--- src/rtl/exec_pkg.sv ---
// Shared types and constants for the execute stage.
package exec_pkg;

  localparam int EXEC_WIDTH = 8;

  typedef enum logic [2:0] {
    OP_ADD = 3'b000,
    OP_SUB = 3'b001,
    OP_AND = 3'b010,
    OP_OR  = 3'b011,
    OP_XOR = 3'b100,
    OP_SHL = 3'b101,
    OP_SHR = 3'b110,
    OP_MUL = 3'b111
  } op_e;

  typedef enum logic {
    ST_IDLE = 1'b0,
    ST_MUL  = 1'b1
  } state_e;

endpackage

--- src/rtl/exec_stage_mul_iter.sv ---
// Shift-add iterative multiplier. Operands are captured on start, then one
// multiplier bit is retired per cycle. done is asserted during the final
// iteration and product already includes that last partial product, so the
// consumer can load it on the same edge that retires the iteration.
module mul_iter
  import exec_pkg::*;
#(
  parameter int WIDTH = EXEC_WIDTH
) (
  input  logic               sysclk,
  input  logic               rst_n,
  input  logic               start,
  input  logic [WIDTH-1:0]   a,
  input  logic [WIDTH-1:0]   b,
  output logic               done,
  output logic [2*WIDTH-1:0] product
);

  localparam int CW = (WIDTH > 1) ? $clog2(WIDTH) : 1;

  logic               busy;
  logic [CW-1:0]      cnt;
  logic [2*WIDTH-1:0] acc;
  logic [2*WIDTH-1:0] mcand;
  logic [2*WIDTH-1:0] addend;
  logic [WIDTH-1:0]   mplier;

  assign addend  = mplier[0] ? mcand : '0;
  assign product = acc + addend;
  assign done    = busy && (cnt == CW'(WIDTH - 1));

  // Operand capture on start, then one add/shift step per cycle until done.
  always_ff @(posedge sysclk or negedge rst_n) begin
    if (!rst_n) begin
      busy   <= 1'b0;
      cnt    <= '0;
      acc    <= '0;
      mcand  <= '0;
      mplier <= '0;
    end else if (start) begin
      busy   <= 1'b1;
      cnt    <= '0;
      acc    <= '0;
      mcand  <= {{WIDTH{1'b0}}, a};
      mplier <= b;
    end else if (busy) begin
      acc    <= product;
      mcand  <= mcand << 1;
      mplier <= mplier >> 1;
      if (done) begin
        busy <= 1'b0;
        cnt  <= '0;
      end else begin
        cnt  <= cnt + CW'(1);
      end
    end
  end

endmodule

--- src/rtl/exec_stage.sv ---
// Execute stage: single-cycle ALU plus iterative multiply, with a registered
// result/flags/writeback-select presented through a valid/ready output.
module exec_stage
  import exec_pkg::*;
#(
  parameter int WIDTH = EXEC_WIDTH
) (
  input  logic             sysclk,
  input  logic             rst_n,
  input  logic             in_valid,
  output logic             in_ready,
  input  logic [2:0]       op,
  input  logic [WIDTH-1:0] a,
  input  logic [WIDTH-1:0] b,
  input  logic             dst,
  output logic             out_valid,
  input  logic             out_ready,
  output logic [WIDTH-1:0] result,
  output logic             wb_sel,
  output logic             zero,
  output logic             carry
);

  state_e state_q, state_d;

  logic               accept;
  logic               is_mul;
  logic               mul_start;
  logic               alu_load;
  logic               mul_done;
  logic [2*WIDTH-1:0] mul_product;
  logic               dst_q;

  logic [WIDTH-1:0]   alu_res;
  logic               alu_c;
  logic [WIDTH:0]     sum;

  // A new op is only taken when idle and the output slot is free or draining.
  assign in_ready  = (state_q == ST_IDLE) && (!out_valid || out_ready);
  assign accept    = in_valid && in_ready;
  assign is_mul    = (op == OP_MUL);
  assign mul_start = accept && is_mul;
  assign alu_load  = accept && !is_mul;

  mul_iter #(.WIDTH(WIDTH)) u_mul (
    .sysclk  (sysclk),
    .rst_n   (rst_n),
    .start   (mul_start),
    .a       (a),
    .b       (b),
    .done    (mul_done),
    .product (mul_product)
  );

  // Single-cycle ALU result and carry/borrow flag.
  always_comb begin
    alu_res = '0;
    alu_c   = 1'b0;
    sum     = '0;
    case (op_e'(op))
      OP_ADD: begin
        sum     = {1'b0, a} + {1'b0, b};
        alu_res = sum[WIDTH-1:0];
        alu_c   = sum[WIDTH];
      end
      OP_SUB: begin
        alu_res = a - b;
        alu_c   = (a < b);
      end
      OP_AND: alu_res = a & b;
      OP_OR:  alu_res = a | b;
      OP_XOR: alu_res = a ^ b;
      OP_SHL: begin
        alu_res = a << 1;
        alu_c   = a[WIDTH-1];
      end
      OP_SHR: begin
        alu_res = a >> 1;
        alu_c   = a[0];
      end
      default: ;
    endcase
  end

  // Next-state: leave IDLE on a multiply, return once it retires.
  always_comb begin
    state_d = state_q;
    case (state_q)
      ST_IDLE: if (mul_start) state_d = ST_MUL;
      ST_MUL:  if (mul_done)  state_d = ST_IDLE;
      default: state_d = ST_IDLE;
    endcase
  end

  // State register.
  always_ff @(posedge sysclk or negedge rst_n) begin
    if (!rst_n) state_q <= ST_IDLE;
    else        state_q <= state_d;
  end

  // Destination select held for the duration of a multiply.
  always_ff @(posedge sysclk or negedge rst_n) begin
    if (!rst_n)         dst_q <= 1'b0;
    else if (mul_start) dst_q <= dst;
  end

  // Output register: load on ALU accept or multiply completion, else drain.
  always_ff @(posedge sysclk or negedge rst_n) begin
    if (!rst_n) begin
      out_valid <= 1'b0;
      result    <= '0;
      wb_sel    <= 1'b0;
      zero      <= 1'b0;
      carry     <= 1'b0;
    end else if (alu_load) begin
      out_valid <= 1'b1;
      result    <= alu_res;
      wb_sel    <= dst;
      zero      <= (alu_res == '0);
      carry     <= alu_c;
    end else if (mul_done) begin
      out_valid <= 1'b1;
      result    <= mul_product[WIDTH-1:0];
      wb_sel    <= dst_q;
      zero      <= (mul_product[WIDTH-1:0] == '0);
      carry     <= |mul_product[2*WIDTH-1:WIDTH];
    end else if (out_valid && out_ready) begin
      out_valid <= 1'b0;
    end
  end

endmodule

--- config.mk ---
export PLATFORM = sky130hd
export DESIGN_NAME = exec_stage
export DESIGN_NICKNAME = d
export VERILOG_FILES = /design/src/rtl/exec_pkg.sv /design/src/rtl/exec_stage_mul_iter.sv /design/src/rtl/exec_stage.sv
export SDC_FILE = /design/constraint.sdc
export NUM_CORES = 1
export LEC_CHECK = 0
export ABC_AREA = 1
export BUFFER_PORTS_ARGS = -buffer_cell sky130_fd_sc_hd__buf_2
export CAP_MARGIN = 20
export CORE_MARGIN = 3
export CORE_UTILIZATION = 50
export CTS_CLUSTER_DIAMETER = 100
export CTS_CLUSTER_SIZE = 14
export DETAILED_ROUTE_END_ITERATION = 8
export PLACE_DENSITY = 0.68
export SETUP_SLACK_MARGIN = 0.15
export SYNTH_ARGS = -nofsm -noshare
export SYNTH_HDL_FRONTEND = slang
export SYNTH_SLANG_ARGS = --single-unit
export TNS_END_PERCENT = 5
--- constraint.sdc ---
create_clock -name sysclk -period 6 [get_ports sysclk]
set_clock_uncertainty 0.1 [all_clocks]
set_input_delay 1.2 -clock sysclk [delete_from_list [all_inputs] [get_ports sysclk]]
set_output_delay 1.2 -clock sysclk [all_outputs]
set_load 0.03 [all_outputs]
==> flow_metrics.tcl <==
set metrics [dict create \
    cts.sink_count 58 \
    antenna_found_initial 0 \
    switching_power_w 0.0008406 \
    final_nets 786 \
    route.met2.wl_microns 5613 \
    fillers 876 \
    cpMostUsedCell "nand3_1" \
    path_clk_slew_ps 80 \
    wl_met1_microns 6269 \
    cp-start-kind "primary input" \
    grt_overflow_total 0 \
    rows 34 \
    layout.area.seq_sq_um 1451 \
    p_sw_share_pct 44.64 \
    r2r_cells 16 \
    min_path_cells 2 \
    die_h_microns 103.6 \
    combPwrFrac_pct 44.4 \
    h-tree-depth 3 \
    finalWeightedCongestion 0.9832 \
    synth_cell_types 36 \
    cts_resized 0 \
    numPortBuffers 36 \
    numCtsBuffers 9 \
    period_needed_ps 3123 \
    irDropWorstVdd_mv 0.2397 \
    seq_area_frac_synth_pct 30.47 \
    via_count 4628 \
    r2r_end "carry" \
    rsz0062_at_grt "false" \
    min_path_type "reg2reg" \
    first_iter_violations 339 \
    hold_viol_final 0 \
    setup_ws_ps 2877 \
    post_cts_buffers 0 \
    critPathSlowestCell "fa_1" \
    synth_seq_cells 58 \
    crit_fanout 4 \
    p_int_w 0.001042 \
    worstSetupStartpoint "a[0]" \
    synthFlopType "dfrtp_1" \
    postSynthAreaPerCell_sq_um 6.913 \
    ys_warn_count 0 \
    total_leakage_power_nw 2.941 \
    slew_headroom_pct 42.88 \
    top_layer "met4" \
    critPathBufInv 1 \
    mostFrequentLayoutCell "nand2_1" \
    hpwl_microns 10170 \
    synth_edf_count 0 \
    drcViolationCount 0 \
    path_delay_family "simple AND/OR/NAND/NOR gates" \
    p_clk_share_pct 21.8 \
    status "completed" \
    syn_area_sq_um 4763 \
    core_sq_um 8976 \
    crit_arrival_ps 3290 \
    slowest_delay_ps 490 \
    ff2ff_setup_slack_ps 3130 \
    drt_wl_total_microns 12980 \
    clock_path_buffers 2 \
    setup_violations 0 \
    grt_pass1_wl_microns 22120 \
    grt_pass1_vias 4350 \
    io_pins 37 \
    die_area_sq_um 10730 \
    cts_tree "built" \
    fmax_ghz 0.3202 \
    regToRegStartpoint "u_mul.mplier[0]" \
    route.detailed.wl_per_inst_microns 15.29 \
    worst_slew_pin_slew_ps 855.8 \
    crit_chain "buf_2 -> ha_1 -> fa_1 -> or2_2 -> nand3_1 -> nand3_1 -> nor2_1 -> nand2_1 -> nor3_2 -> nand4_1 -> a21oi_1" \
    slew_viol_final 0 \
    synth_nets 757 \
    dp_slack_ps 2551 \
    layout-drive-gt1-share_pct 9.820 \
    path_depth 11 \
    grt_max_degree 59 \
    ctsRootBufferMaster "clkbuf_8" \
    setup_tns_ps 0 \
    hold_buffers 0 \
    grtUsageTotal_pct 24.84 \
    dr_wl_met3_microns 924 \
    start_util_pct 53.07 \
    firstDrtPassIters 4 \
    num_antenna_cells 0 \
    path_class "in2reg" \
    maxCapViolCount 0 \
    syn2layout_area_growth_pct 9.272 \
    crit_path_end_kind "register" \
    min_from "result[2]" \
    multi_input_area_sq_um 2728 \
    die_w_microns 103.6 \
    cp_data_required_time_ps 6170 \
    finalCritPeriodShare_pct 52.04 \
    vias_per_cell 5.451 \
    synthArstFlopShare_pct 100.0 \
    final_cell_mix "nand2_1, inv_1, nand3_1, nor2_1, dfrtp_1" \
    drt.antenna.violating_nets 0 \
    clk_latency_ps 340 \
    p_seq_share_pct 33.8 \
    synth_cells 689 \
    p_per_area_nw_per_um2 361.8 \
    holdPathEnd "result[2]" \
]
-- power groups by stage --
stage	Combinational, W	Clock, W	Sequential [W]
3_5_place_dp	0.000831	0	0.000641
2_1_floorplan	0.000582	0	0.000681
4_1_cts	0.000834	0.000415	0.000636
5_1_grt	0.000936	0.000434	0.000658
3_3_place_gp	0.000816	0	0.000638
6_report	0.000837	0.000410	0.000636
-- logic make-up after synthesis --
family / count (synthesis) / synth area share, %
xor gates and xnor gates: 5 / 0.9193
buffers and inverters: 141 / 12.32
AOI/OAI and AO/OA: 103 / 13.66
and+or+nand+nor: 338 / 30.60
DFF: 58 / 30.47
adders and majority gates: 44 / 12.03
-- through the flow --
stage | util [%] | std cells | cell area, sq um | total power, W | hold WS [ps]
after floorplan | - | 689 | 4763 | 0.001263 | 348.3
after global placement | 55.56 | 833 | 4987 | 0.001455 | 362.6
after detailed placement | 55.56 | 833 | 4987 | 0.001472 | 365.1
after CTS | 57.99 | 849 | 5205 | 0.001885 | 386.1
after global routing | 57.99 | 849 | 5205 | 0.002029 | 413.5
final | 57.99 | 849 | 5205 | 0.001883 | 380.7
-- cells in the mapped netlist, types with 3 or more instances --
cell        n  share of area, %
o221ai_1   10               1.8
fa_1        3               1.3
clkbuf_1    4              0.32
xor2_1      5              0.92
nand2_1   186                15
nor2_1     61               4.8
buf_2       9              0.95
inv_1     116               9.1
a22oi_1     5              0.79
o22ai_1    14               1.8
o21ai_0    26               2.7
o211ai_1    6              0.95
nor2_2      4              0.53
nand3_1    61               6.4
a21o_1      3              0.47
a22o_1      8               1.5
nand4_1    13               1.7
o21bai_1    3              0.47
nor3_1      3              0.32
a21oi_1    25               2.6
ha_1       41                11
dfrtp_1    58                30
buf_6       5               1.2
inv_2       4              0.32
-- flip-flops by register name, summed over array words and instances (netlist names) --
register	cells
u_mul.acc	16
u_mul.mcand	16
result	8
u_mul.mplier	8
u_mul.cnt	3
carry	1
dst_q	1
out_valid	1
state_q	1
u_mul.busy	1
wb_sel	1
zero	1
-- worst max-delay path by stage --
stage	slack, ps	to
after global routing	2660	u_mul.acc[12]
final	2880	zero
after global placement	2620	zero
after CTS	2900	u_mul.acc[1]
after floorplan	2990	in_ready
after detailed placement	2550	u_mul.acc[1]
-- layer usage --
metal  track usage [%]  vias up
met5                 0        -
li1                  -     2296
met1             37.68     2148
met3             3.918       14
met2             36.96      170
met4             6.173        0
-- layout make-up --
cell class,instances,area share [%]
Inverter,121,8.750
Timing Repair Buffer,38,3.750
Clock inverter,6,1.731
Multi-Input combinational cell,490,52.40
Clock buffer,10,2.452
Sequential cell,58,27.88
Tap cell,126,3.029
-- tightest hold or removal path, cell delays in order, from the launching register on --
cell and delay [ps]:
dfrtp_1 350, nand2_1 50, nand2_1 50
(Power assumes the default switching activity.)
